$ cat src/rtl/exu_operand_buffer_if.sv
// Handshake bundle between the IDU, the EXU operand buffer and the ALU.
// The slave view belongs to the buffer; the master view drives it.
interface exu_operand_buffer_if #(
    parameter int BW = 32,
    parameter int RW = 4
);
    logic          in_valid;
    logic          in_ready;
    logic [BW-1:0] in_pc;
    logic [BW-1:0] in_rs1_data;
    logic [BW-1:0] in_rs2_data;
    logic [BW-1:0] in_imm;
    logic          in_src1_pc;
    logic          in_src2_imm;
    logic [3:0]    in_alu_op;
    logic [RW-1:0] in_rd;
    logic          in_rd_wen;
    logic          flush;
    logic          out_valid;
    logic          out_ready;
    logic [BW-1:0] out_d1;
    logic [BW-1:0] out_d2;
    logic [3:0]    out_choice;
    logic [BW-1:0] out_pc;
    logic [RW-1:0] out_rd;
    logic          out_rd_wen;
    logic [31:0]   stall_cnt;

    modport master (
        output in_valid, in_pc, in_rs1_data, in_rs2_data, in_imm,
               in_src1_pc, in_src2_imm, in_alu_op, in_rd, in_rd_wen,
               flush, out_ready,
        input  in_ready, out_valid, out_d1, out_d2, out_choice, out_pc,
               out_rd, out_rd_wen, stall_cnt
    );

    modport slave (
        input  in_valid, in_pc, in_rs1_data, in_rs2_data, in_imm,
               in_src1_pc, in_src2_imm, in_alu_op, in_rd, in_rd_wen,
               flush, out_ready,
        output in_ready, out_valid, out_d1, out_d2, out_choice, out_pc,
               out_rd, out_rd_wen, stall_cnt
    );
endinterface

$ cat src/rtl/exu_operand_buffer.sv
// EXU operand buffer: muxes operands at capture and holds them in a
// two-entry skid buffer (main entry M drives the ALU, skid entry S absorbs
// one extra instruction under backpressure). Also counts stall cycles.
//
// state    | meaning
// ST_EMPTY | no valid entry
// ST_ONE   | M valid, S empty
// ST_TWO   | M and S valid, input blocked
module exu_operand_buffer #(
    parameter int BW = 32,
    parameter int RW = 4
) (
    input  logic               clk,
    input  logic               rst,
    exu_operand_buffer_if.slave bus
);
    typedef enum logic [1:0] {
        ST_EMPTY = 2'd0,
        ST_ONE   = 2'd1,
        ST_TWO   = 2'd2
    } state_t;

    typedef struct packed {
        logic [BW-1:0] pc;
        logic [BW-1:0] d1;
        logic [BW-1:0] d2;
        logic [3:0]    op;
        logic [RW-1:0] rd;
        logic          wen;
    } entry_t;

    state_t      r_state;
    logic        r_m_valid;
    logic        r_s_valid;
    entry_t      r_m;
    entry_t      r_s;
    logic [31:0] r_stall_cnt;

    entry_t      w_in;
    logic        w_in_ready;
    logic        w_accept;
    logic        w_consume;

    // Operands are selected here so the stored entries carry final ALU inputs.
    always_comb begin
        w_in     = '0;
        w_in.pc  = bus.in_pc;
        w_in.d1  = bus.in_src1_pc  ? bus.in_pc  : bus.in_rs1_data;
        w_in.d2  = bus.in_src2_imm ? bus.in_imm : bus.in_rs2_data;
        w_in.op  = bus.in_alu_op;
        w_in.rd  = bus.in_rd;
        w_in.wen = bus.in_rd_wen;
    end

    // Ready depends only on registered occupancy and reset, never on out_ready.
    assign w_in_ready = ~r_s_valid & ~rst;
    assign w_accept   = bus.in_valid & w_in_ready;
    assign w_consume  = r_m_valid & bus.out_ready;

    assign bus.in_ready   = w_in_ready;
    assign bus.out_valid  = r_m_valid;
    assign bus.out_d1     = r_m.d1;
    assign bus.out_d2     = r_m.d2;
    assign bus.out_choice = r_m.op;
    assign bus.out_pc     = r_m.pc;
    assign bus.out_rd     = r_m.rd;
    assign bus.out_rd_wen = r_m.wen;
    assign bus.stall_cnt  = r_stall_cnt;

    // Occupancy FSM, entry storage and saturating stall counter.
    always_ff @(posedge clk) begin
        if (rst) begin
            r_state     <= ST_EMPTY;
            r_m_valid   <= 1'b0;
            r_s_valid   <= 1'b0;
            r_m         <= '0;
            r_s         <= '0;
            r_stall_cnt <= '0;
        end else begin
            // Counting is independent of flush so redirects do not hide stalls.
            if (r_m_valid && !bus.out_ready && (r_stall_cnt != 32'hFFFF_FFFF)) begin
                r_stall_cnt <= r_stall_cnt + 32'd1;
            end

            if (bus.flush) begin
                r_state   <= ST_EMPTY;
                r_m_valid <= 1'b0;
                r_s_valid <= 1'b0;
            end else begin
                case (r_state)
                    ST_EMPTY: begin
                        if (w_accept) begin
                            r_m       <= w_in;
                            r_m_valid <= 1'b1;
                            r_state   <= ST_ONE;
                        end
                    end
                    ST_ONE: begin
                        if (w_consume && w_accept) begin
                            r_m <= w_in;
                        end else if (w_consume) begin
                            r_m_valid <= 1'b0;
                            r_state   <= ST_EMPTY;
                        end else if (w_accept) begin
                            r_s       <= w_in;
                            r_s_valid <= 1'b1;
                            r_state   <= ST_TWO;
                        end
                    end
                    ST_TWO: begin
                        if (w_consume) begin
                            r_m       <= r_s;
                            r_s_valid <= 1'b0;
                            r_state   <= ST_ONE;
                        end
                    end
                    default: begin
                        r_m_valid <= 1'b0;
                        r_s_valid <= 1'b0;
                        r_state   <= ST_EMPTY;
                    end
                endcase
            end
        end
    end
endmodule

$ cat src/flat_wrapper.sv
// flat-port wrapper written by rule: the top's interface ports become plain ports
module exu_operand_buffer_flat 
#(
    parameter int BW = 32,
    parameter int RW = 4
)
  (clk, rst, bus_in_valid, bus_in_pc, bus_in_rs1_data, bus_in_rs2_data, bus_in_imm, bus_in_src1_pc, bus_in_src2_imm, bus_in_alu_op, bus_in_rd, bus_in_rd_wen, bus_flush, bus_out_ready, bus_in_ready, bus_out_valid, bus_out_d1, bus_out_d2, bus_out_choice, bus_out_pc, bus_out_rd, bus_out_rd_wen, bus_stall_cnt);
  exu_operand_buffer_if #(.BW(BW), .RW(RW)) bus_i ();
  input  logic clk;
  input  logic rst;
  input wire logic [$bits(bus_i.in_valid)-1:0] bus_in_valid;
  input wire logic [$bits(bus_i.in_pc)-1:0] bus_in_pc;
  input wire logic [$bits(bus_i.in_rs1_data)-1:0] bus_in_rs1_data;
  input wire logic [$bits(bus_i.in_rs2_data)-1:0] bus_in_rs2_data;
  input wire logic [$bits(bus_i.in_imm)-1:0] bus_in_imm;
  input wire logic [$bits(bus_i.in_src1_pc)-1:0] bus_in_src1_pc;
  input wire logic [$bits(bus_i.in_src2_imm)-1:0] bus_in_src2_imm;
  input wire logic [$bits(bus_i.in_alu_op)-1:0] bus_in_alu_op;
  input wire logic [$bits(bus_i.in_rd)-1:0] bus_in_rd;
  input wire logic [$bits(bus_i.in_rd_wen)-1:0] bus_in_rd_wen;
  input wire logic [$bits(bus_i.flush)-1:0] bus_flush;
  input wire logic [$bits(bus_i.out_ready)-1:0] bus_out_ready;
  output wire logic [$bits(bus_i.in_ready)-1:0] bus_in_ready;
  output wire logic [$bits(bus_i.out_valid)-1:0] bus_out_valid;
  output wire logic [$bits(bus_i.out_d1)-1:0] bus_out_d1;
  output wire logic [$bits(bus_i.out_d2)-1:0] bus_out_d2;
  output wire logic [$bits(bus_i.out_choice)-1:0] bus_out_choice;
  output wire logic [$bits(bus_i.out_pc)-1:0] bus_out_pc;
  output wire logic [$bits(bus_i.out_rd)-1:0] bus_out_rd;
  output wire logic [$bits(bus_i.out_rd_wen)-1:0] bus_out_rd_wen;
  output wire logic [$bits(bus_i.stall_cnt)-1:0] bus_stall_cnt;
  assign bus_i.in_valid = bus_in_valid;
  assign bus_i.in_pc = bus_in_pc;
  assign bus_i.in_rs1_data = bus_in_rs1_data;
  assign bus_i.in_rs2_data = bus_in_rs2_data;
  assign bus_i.in_imm = bus_in_imm;
  assign bus_i.in_src1_pc = bus_in_src1_pc;
  assign bus_i.in_src2_imm = bus_in_src2_imm;
  assign bus_i.in_alu_op = bus_in_alu_op;
  assign bus_i.in_rd = bus_in_rd;
  assign bus_i.in_rd_wen = bus_in_rd_wen;
  assign bus_i.flush = bus_flush;
  assign bus_i.out_ready = bus_out_ready;
  assign bus_in_ready = bus_i.in_ready;
  assign bus_out_valid = bus_i.out_valid;
  assign bus_out_d1 = bus_i.out_d1;
  assign bus_out_d2 = bus_i.out_d2;
  assign bus_out_choice = bus_i.out_choice;
  assign bus_out_pc = bus_i.out_pc;
  assign bus_out_rd = bus_i.out_rd;
  assign bus_out_rd_wen = bus_i.out_rd_wen;
  assign bus_stall_cnt = bus_i.stall_cnt;
  exu_operand_buffer #(.BW(BW), .RW(RW)) u_core (.clk(clk), .rst(rst), .bus(bus_i));
endmodule
$ cat config.mk
export PLATFORM = sky130hd
export DESIGN_NAME = exu_operand_buffer_flat
export DESIGN_NICKNAME = d
export VERILOG_FILES = /design/src/rtl/exu_operand_buffer_if.sv /design/src/rtl/exu_operand_buffer.sv /design/src/flat_wrapper.sv
export SDC_FILE = /design/constraint.sdc
export NUM_CORES = 1
export LEC_CHECK = 0
export ABC_AREA = 1
export BUFFER_PORTS_ARGS = -buffer_cell sky130_fd_sc_hd__buf_4
export CAP_MARGIN = 15
export CORE_ASPECT_RATIO = 1.25
export CORE_MARGIN = 2
export CORE_UTILIZATION = 55
export CTS_BUF_LIST = sky130_fd_sc_hd__clkbuf_2 sky130_fd_sc_hd__clkbuf_4 sky130_fd_sc_hd__clkbuf_8
export CTS_CLUSTER_DIAMETER = 120
export DETAILED_ROUTE_END_ITERATION = 8
export PLACE_DENSITY = 0.83
export REMOVE_ABC_BUFFERS = 1
export SYNTH_ARGS = -nofsm -noshare
export SYNTH_HDL_FRONTEND = slang
export SYNTH_SLANG_ARGS = --single-unit
export TNS_END_PERCENT = 10
$ cat constraint.sdc
create_clock -name clk -period 1.79 [get_ports clk]
set_input_delay 0.2685 -clock clk [delete_from_list [all_inputs] [get_ports clk]]
set_output_delay 0.2685 -clock clk [all_outputs]
set_load 0.01 [all_outputs]
==> metrics.txt, run 1 <==
Finished Cell Area=0.0152 mm2; Vias/cell=5.41; CTS tree=done; highest clock rate=0.595 GHz; critical path class=flip-flop to flip-flop; Synth Area in Compound Gates=21.4%; number of max-cap violations=0; fin crit period=1680 ps; Layout area overhead=31.1%; die width=134 um; status=finished clean; Rows=59; Post-Synth Simple-Gate Area=24.3%; Die Ht=167 um; area post-placement=0.0143 mm2; Final ANT Viol Nets=0; First-pass DRT Iterations=5; Peak supply drop=491 uV; final hold vios=0; Hold Path Class=primary input to flip-flop; WL final=35,300 um; Fill cells=1,712; # H-tree levels=2; slowest stage delay, CP=340 ps; total CTS buffers=40; sequential fraction of the synthesis area=42.3%; #FFs+latches synth=246; vias=12,533; setup violators final=0; diode count=0; WHS=14.7 ps; drt initial violations=936; Clock Skews=35.2 ps; Slowest-stage cell, CP=dfxtp_1; reg-to-reg endpoint=u_core.bus.stall_cnt[30]$_SDFFE_PP0P_; Mapped Area=0.0116 mm2; CP endpoint kind=flip-flop; Hold Path End=u_core.r_s[99]$_SDFFE_PP0P_; GPL Wtd Cong=0.932; detailed-route DRC error count=0; slew margin rel.=67.9%; I/O Pins=283; clk root buf=clkbuf_8; Yosys warning total=0; syn avg cell area=6.67 um2; Critical Path AT=2100 ps; Die Area=0.0223 mm2; Post-Route Setup TNS=0 ps; first-pass GRT wire length=56,800 um; core box area=0.0208 mm2; WL per Instance=15.3 um; Buffers on Ports=282; Critical Path RT=2210 ps; clock sink count=246; fin. max-slew vios=0; Critical path origin=u_core.bus.stall_cnt[0]$_SDFFE_PP0P_; Post-CTS Setup Bufs=0; async set-reset flop share out of synthesis=0%; layout cells sized above 1=22.5%; cell mode on critical path=nor2_1; Leakage=0.00670 uW; final net count=2,158; CP Max Fanout=3; Worst-path clk slew=60 ps; top_reg_cell synth=dfxtp_1; Starting Density=55.9%; largest net degree at the start of global routing=97; Synth Area in Adders=0.108%; grt ovf=0; multi-input combinational cell area=0.00543 mm2; FF-to-FF setup slack=110 ps; total global-route track usage=30.6%; Clk Latency, worst-skew pair=550 ps; HPWL after DPL=23,700 um; HP Start=bus_in_pc[26]; CTS Buffer Depth=3; XOR/XNOR Fraction of Synth Area=0.301%; initial antenna violation count=0; unrepaired setup endpoints after global routing=true; final core utilization=73.2%; Cell Chain, Critical Path=ha_2 > nand3_2 > nor2_1 > nand4_1 > nor2_1 > nand3_1 > nand2_1 > nor2_1; Post-synth EDFFs=0; Post-Syn Instances=1,744; largest family of logic cells by synthesized area=simple AND/OR/NAND/NOR gates; vias in the first global route=11,993; Tcrit/Tclk final=93.9%; reg2reg path depth=8; pwr/cell area=812 mW/mm2; multiplexer area fraction after synthesis=0%; Synth cell types=30; Setup crit start kind=flip-flop; Slew @ Worst Pin=481 ps; hold path depth=3; sequential cell area=0.00493 mm2; Crit Reg-Reg Startpoint=u_core.bus.stall_cnt[0]$_SDFFE_PP0P_
[worst max path at each step]
stage	endpoint	slack, ps	cells past startpoint
final	u_core.bus.stall_cnt[30]$_SDFFE_PP0P_	110	8
after global routing	u_core.r_s[55]$_SDFFE_PP0P_	-10	9
after CTS	u_core.bus.stall_cnt[27]$_SDFFE_PP0P_	7	11
after detailed placement	u_core.bus.stall_cnt[27]$_SDFFE_PP0P_	-2	11
after global placement	u_core.bus.stall_cnt[13]$_SDFFE_PP0P_	60	11
after floorplan	u_core.bus.out_choice[0]$_SDFFE_PP0P_	-2490	4
[placed cells by master (no fill, tap or decap), types with 2 or more instances in the layout]
cell type / n
buf_12: 19
xnor2_1: 2
clkinv_2: 9
buf_4: 327
a21oi_1: 219
inv_2: 6
dfxtp_1: 243
nand2_8: 2
nor2_1: 108
bufinv_16: 2
buf_16: 2
nor3_1: 2
nand2_1: 387
nand4_1: 11
nor2_2: 5
xor2_1: 2
or2_2: 2
inv_1: 191
nor2_4: 2
o21ai_1: 4
nand2_4: 3
clkbuf_4: 11
clkbuf_8: 47
o21ai_0: 261
nand3_1: 148
a21oi_2: 6
nand2_2: 3
dfxtp_2: 3
[Yosys cell counts, types with 4 or more instances]
cell,instances,area [um2]
a21oi_1,219,1100
a21oi_2,6,52.6
buf_1,8,30.0
buf_2,37,185
buf_4,12,90.1
buf_6,5,56.3
clkbuf_1,63,236
dfxtp_1,246,4920
inv_1,192,721
inv_2,7,26.3
nand2_1,388,1460
nand2_2,5,31.3
nand3_1,149,746
nand4_1,11,68.8
nor2_1,111,417
o21ai_0,261,1310
o21ai_1,4,20.0
[final cells by class]
class / count / share of cell area, %
well taps: 274 / 2.25
repair buffers: 352 / 19.4
inverters: 199 / 4.92
clock inverters: 12 / 0.788
clock buffers: 58 / 4.78
multi-input cells: 1174 / 35.6
flip-flops and latches: 246 / 32.3
[worst max-delay path, delay by kind of cell, from the launching register on]
family / cells / cell delay [ps]
flip-flops: 1 / 340
AND/OR/NAND/NOR: 7 / 1040
adder cells (fa/ha/maj): 1 / 210
[report_power, final]
part	switching, uW	internal, uW	total, uW	leakage [uW]
Clock	2290	2920	5210	0.000453
Combinational	815	666	1480	0.00426
Sequential	76.3	5600	5680	0.00199
Total	3180	9190	12400	0.00670
[kinds of logic (layout without fill, tap and decap cells)]
group | after synthesis | after routing
flip-flops | 246 | 246
AND/OR/NAND/NOR | 677 | 677
adder cells (fa/ha/maj) | 1 | 1
AO/OA/AOI/OAI | 492 | 492
buffers and inverters | 324 | 621
XOR/XNOR | 4 | 4
[registers in the layout, summed over array words and instances, names as in the netlist]
| name | flops |
|---|---|
| u_core.r_state | 2 |
| u_core.r_s | 105 |
| u_core.r_s_valid | 1 |
| u_core.bus.out_d2 | 32 |
| u_core.bus.out_d1 | 32 |
| u_core.bus.out_valid | 1 |
| u_core.bus.out_rd_wen | 1 |
| u_core.bus.stall_cnt | 32 |
| u_core.bus.out_rd | 4 |
| u_core.bus.out_choice | 4 |
| u_core.bus.out_pc | 32 |
[per-stage QoR]
stage	instances	power, uW	setup WS, ps
finish	2315	12400	109
global route	2315	12800	-14.2
CTS	2314	12400	6.72
detailed placement	2243	7250	-2.49
global placement	2243	7210	64.3
floorplan	1619	6410	-2490
[repair_timing]
action                     in CTS  in global routing
gates resized for setup         0                 15
hold endpoints to repair        1                  0
setup endpoints to repair       0                156
hold buffers                    1                  0
[routing by layer]
| metal | part of all wire (%) | global-route usage [%] | wire, um |
|---|---|---|---|
| met2 | 49 | 53.2 | 17300 |
| met3 | 7.9 | 6.97 | 2810 |
| met1 | 38 | 35.3 | 13500 |
| met5 | 0 | 0 | 0 |
| met4 | 4.8 | 15.3 | 1700 |
No activity file was read; power rests on OpenSTA's default activity.
==> run 2: changes to the inputs <==
==> constraint.sdc (replaced) <==
create_clock -name clk -period 1.79 [get_ports clk]
set_input_delay 0.179 -clock clk [delete_from_list [all_inputs] [get_ports clk]]
set_output_delay 0.179 -clock clk [all_outputs]
set_load 0.01 [all_outputs]
==> run 2 against run 1 <==
Sequential share of layout area decreased by 0.62 points. First-iteration DRC count increased by 34%. Design area increased by 1.9%. Power decreased by 1.2%. Worst setup slack got worse by 0.63 ps. Non-clock buffer count increased by 34. Final cell count increased by 1.5%. Clock skew decreased by 15 ps. Critical endpoint is now u_core.bus.out_d1[3]$_SDFFE_PP0P_. Largest cell class unchanged. Largest power group unchanged. Highest routed layer unchanged.
==> metrics.txt, run 2 (synthesis results as in run 1) <==
WL final=36,200 um; CP endpoint kind=flip-flop; vias in the first global route=12,283; multi-input combinational cell area=0.00544 mm2; clock sink count=246; Clk Latency, worst-skew pair=540 ps; Starting Density=55.9%; WL per Instance=15.4 um; Setup crit start kind=flip-flop; Tcrit/Tclk final=93.9%; Hold Path Class=primary input to flip-flop; fin. max-slew vios=0; Critical Path RT=2160 ps; Slowest-stage cell, CP=dfxtp_1; Hold Path End=u_core.r_s[95]$_SDFFE_PP0P_; total global-route track usage=31.1%; critical path class=flip-flop to flip-flop; # H-tree levels=2; Clock Skews=20.2 ps; most frequent cells in the layout=nand2_1, buf_4, o21ai_0, dfxtp_1, a21oi_1; largest net degree at the start of global routing=109; GPL Wtd Cong=0.934; initial antenna violation count=0; CP Max Fanout=42; pre-CTS setup slack=59.2 ps; Worst Slack Setup Final=109 ps; vias=12,772; slew margin rel.=29.1%; Cell Chain, Critical Path=nor2_2 > nand2_2 > nor2_2 > nand2_1 > o21ai_4 > nand2_8 > buf_16 > nand2_1 > a21oi_1; diode count=0; final core utilization=74.6%; setup violators final=0; Reg with most FFs=u_core.r_s; clk root buf=clkbuf_8; highest clock rate=0.595 GHz; Peak supply drop=574 uV; first-pass GRT wire length=57,700 um; HP Start=bus_in_pc[22]; Leakage=0.00681 uW; Die Ht=167 um; core box area=0.0208 mm2; drt initial violations=1,254; final net count=2,191; fin crit period=1680 ps; Die Area=0.0223 mm2; CTS tree=done; FF-to-FF setup slack=110 ps; HPWL after DPL=23,400 um; Rows=59; reg2reg path depth=9; layout cells sized above 1=21.9%; status=finished clean; Crit Reg-Reg Startpoint=u_core.r_s_valid$_SDFFE_PP0P_; Post-CTS Setup Bufs=0; Layout area overhead=33.6%; Fill cells=1,624; final hold vios=0; CTS Buffer Depth=3; sequential cell area=0.00493 mm2; detailed-route DRC error count=0; pwr/cell area=787 mW/mm2; First-pass DRT Iterations=7; I/O Pins=283; hold path depth=3; Critical Path AT=2050 ps; Vias/cell=5.44; total CTS buffers=39; Final ANT Viol Nets=0; most common cell after layout, fill and taps aside=nand2_1; max FFs per register=105; reg-to-reg endpoint=u_core.bus.out_d1[3]$_SDFFE_PP0P_; number of max-cap violations=0; grt ovf=0; Slew @ Worst Pin=1060 ps; slowest stage delay, CP=320 ps; Buffers on Ports=282; die width=134 um; Worst-path clk slew=60 ps
## run 2: worst max-delay path by stage
stage / from / endpoint / cells after the start
finish: u_core.r_s_valid$_SDFFE_PP0P_ / u_core.bus.out_d1[3]$_SDFFE_PP0P_ / 9
global route: u_core.r_s_valid$_SDFFE_PP0P_ / u_core.bus.out_d1[31]$_SDFFE_PP0P_ / 9
CTS: u_core.r_state[0]$_SDFFE_PP0P_ / u_core.bus.out_d1[3]$_SDFFE_PP0P_ / 8
detailed placement: u_core.r_state[0]$_SDFFE_PP0P_ / u_core.bus.out_d1[24]$_SDFFE_PP0P_ / 8
global placement: u_core.bus.stall_cnt[0]$_SDFFE_PP0P_ / u_core.bus.stall_cnt[19]$_SDFFE_PP0P_ / 10
floorplan: u_core.r_state[0]$_SDFFE_PP0P_ / u_core.bus.out_choice[0]$_SDFFE_PP0P_ / 4
## run 2: per-layer routing
layer,GRT usage [%],vias up,part of all wire [%]
met5,0,-,0
met4,15.5,0,4.3
met3,6.00,113,7.3
met2,54.6,552,49
met1,36.0,5865,39
li1,-,6242,-
## run 2: critical path: cells and delay by family, from the launching register on
family,cells,cell delay (ps)
and+or+nand+nor,6,720
DFF,1,320
AOI/OAI and AO/OA,2,240
buffers and inverters,1,230
## run 2: power breakdown
group,total [uW],switching [uW],leakage (uW),internal (uW)
clock network,5000,2250,0.000442,2750
logic,1540,848,0.00437,697
registers,5680,77.9,0.00199,5600
total,12200,3170,0.00681,9050
## run 2: metrics by stage
| stage | instance area, um2 | total power, uW | setup TNS [ps] | std cells | hold WS, ps |
|---|---|---|---|---|---|
| after floorplan | 11000 | 6410 | -366260 | 1619 | 248 |
| after global placement | 14200 | 7170 | 0 | 2236 | 431 |
| after detailed placement | 14200 | 7200 | 0 | 2236 | 438 |
| after CTS | 15400 | 12200 | 0 | 2347 | 4.12 |
| after global routing | 15500 | 12700 | -5.12 | 2349 | 18.8 |
| final | 15500 | 12200 | 0 | 2349 | 19.2 |
## run 2: what timing repair did
action,CTS,global route
hold buffers,41,0
setup endpoints to repair,0,125
endpoints found under the hold margin,43,0
gates resized for setup,0,21
## run 2: layout make-up
class,instances,share of cell area (%)
repair buffers,386,20.9
inverters,199,4.85
clock inverters,9,0.330
flip-flops and latches,246,31.7
multi-input cells,1174,35.0
clock buffers,61,4.96
well taps,274,2.21
==> run 3: changes to the inputs <==
--- a/config.mk
+++ b/config.mk
@@ -6,6 +6,7 @@
 export NUM_CORES = 1
 export LEC_CHECK = 0
 export ABC_AREA = 1
+export ABC_CLOCK_PERIOD_IN_PS = 1900
 export BUFFER_PORTS_ARGS = -buffer_cell sky130_fd_sc_hd__buf_4
 export CAP_MARGIN = 15
 export CORE_ASPECT_RATIO = 1.25
@@ -13,6 +14,7 @@
 export CORE_UTILIZATION = 55
 export CTS_BUF_LIST = sky130_fd_sc_hd__clkbuf_2 sky130_fd_sc_hd__clkbuf_4 sky130_fd_sc_hd__clkbuf_8
 export CTS_CLUSTER_DIAMETER = 120
+export CTS_CLUSTER_SIZE = 30
 export DETAILED_ROUTE_END_ITERATION = 8
 export PLACE_DENSITY = 0.83
 export REMOVE_ABC_BUFFERS = 1
==> constraint.sdc (replaced) <==
create_clock -name clk -period 1.9 [get_ports clk]
set_input_delay 0.19 -clock clk [delete_from_list [all_inputs] [get_ports clk]]
set_output_delay 0.19 -clock clk [all_outputs]
set_load 0.01 [all_outputs]
==> run 3 against run 2 <==
Maximum frequency shrank 9.8%. Design area decreased by 5.4%. Non-clock buffer count decreased by 14. Global-route usage decreased by 1.5 points. Critical endpoint is now u_core.bus.out_pc[23]$_SDFFE_PP0P_. Die area is the same. Utilization decreased by 4.0 points. Critical path depth shrank 1.
==> metrics.txt, run 3 (synthesis results as in run 1) <==
Reg with most FFs=u_core.r_s; Placed Cells incl. Taps=2,224; Final ANT Viol Nets=0; number of max-cap violations=0; largest net degree at the start of global routing=129; Die Ht=167 um; vias=12,385; grt ovf=0; Worst-path clk slew=180 ps; fin. max-slew vios=0; final cell count without fillers=2,280; max FFs per register=105; first-pass GRT wire length=55,600 um; multi-input combinational cell area=0.00540 mm2; Peak supply drop=645 uV; status=finished clean; Rows=59; final hold vios=0; Critical Path RT=2340 ps; I/O Pins=283; total CTS buffers=12; GPL Wtd Cong=0.924; die width=134 um; GRT met1 Usage=36.1%; Layout area overhead=26.5%; sequential cell area=0.00493 mm2; Vias/cell=5.43; CTS tree=done; Total Power=9040 uW; detailed-route DRC error count=0; CTS Buffer Depth=3; share of total power in combinational logic=15.5%; Clock Skews=49.6 ps; switch share=27.3%; initial antenna violation count=1; Clk Latency, worst-skew pair=530 ps; Tcrit/Tclk final=98.1%; sequential share of power=59.2%; CP Max Fanout=32; clock sink count=246; Most Crowded Layer GR=met2; Worst Slack Setup Final=36.4 ps; Critical path origin=u_core.bus.out_valid$_SDFFE_PP0P_; GR met2 Demand/Resource=51.9%; unrepaired setup endpoints after global routing=true; CP endpoint kind=flip-flop; fin crit period=1860 ps; critical path class=flip-flop to flip-flop; WL per Instance=15.0 um; clock power share=25.3%; Hold Path Class=primary input to flip-flop; met3 Use GR=4.38%; Die Area=0.0223 mm2; most common cell after layout, fill and taps aside=nand2_1; drt initial violations=1,107; Crit Reg-Reg Startpoint=u_core.bus.out_valid$_SDFFE_PP0P_; final core utilization=70.7%; # H-tree levels=1; HPWL after DPL=23,000 um; WL final=34,200 um; most frequent cells in the layout=nand2_1, buf_4, o21ai_0, dfxtp_1, a21oi_1; Starting Density=55.9%; final net count=2,150; First-pass DRT Iterations=6; layout cells sized above 1=18.8%; setup violators final=0; Critical Path AT=2300 ps; HP Start=bus_in_pc[2]; Buffers on Ports=282; Leakage=0.00637 uW; Fill cells=1,859; pre-CTS setup slack=153 ps; slew margin rel.=28.0%; pwr/cell area=615 mW/mm2; clk root buf=clkbuf_8; total global-route track usage=29.6%; Pint=6570 uW; vias in the first global route=11,714; core box area=0.0208 mm2; Setup crit start kind=flip-flop; highest clock rate=0.537 GHz; P_sw=2470 uW; Slew @ Worst Pin=1080 ps
## run 3: worst paths after layout
kind	to	slack, ps	cells past startpoint
worst max-delay path	u_core.bus.out_pc[23]$_SDFFE_PP0P_	40	8
worst min-delay path	u_core.r_s[75]$_SDFFE_PP0P_	50	3
worst max register to register	u_core.bus.out_pc[23]$_SDFFE_PP0P_	40	8
worst min register to register	u_core.r_s[55]$_SDFFE_PP0P_	460	2
## run 3: metal layers
metal,share of wire (%),routed length [um]
met4,3.8,1310
met3,6.5,2240
met2,49,16900
met1,40,13800
met5,0,0
## run 3: repair_timing
| action | CTS | global route |
|---|---|---|
| hold buffers | 41 | 0 |
| endpoints found under the setup margin | 0 | 33 |
| gates resized for setup | 0 | 4 |
| hold endpoints to repair | 43 | 0 |
| setup buffers | 0 | 0 |
## run 3: power groups by stage
stage | Clock, uW | Sequential (uW) | Combinational (uW)
after global placement | 0 | 5460 | 1290
after detailed placement | 0 | 5460 | 1320
final | 2290 | 5350 | 1400
after floorplan | 0 | 5490 | 550
after CTS | 2330 | 5350 | 1390
after global routing | 2500 | 5370 | 1550
## run 3: cell type report
type / count / area share [%]
Clock inverter: 1 / 0.204
Clock buffer: 13 / 1.22
Antenna cell: 1 / 0.0170
Tap cell: 274 / 2.33
Timing Repair Buffer: 372 / 20.9
Inverter: 199 / 5.10
Sequential cell: 246 / 33.5
Multi-Input combinational cell: 1174 / 36.7
## run 3: stage by stage
step	setup TNS, ps	hold slack (ps)	area, um2
after CTS	0	31.0	14700
after detailed placement	0	436	14100
after global routing	-298	56.1	14700
after global placement	0	432	14100
final	0	48.5	14700
after floorplan	-339210	259	11000
## run 3: critical path: stages, from the launching register on
cell and delay [ps]:
dfxtp_1 390, nand2_1 170, nand3_1 130, nand2_1 140, clkinv_2 120, nand2_4 100, buf_4 350, nand2_1 130
a21oi_1 210
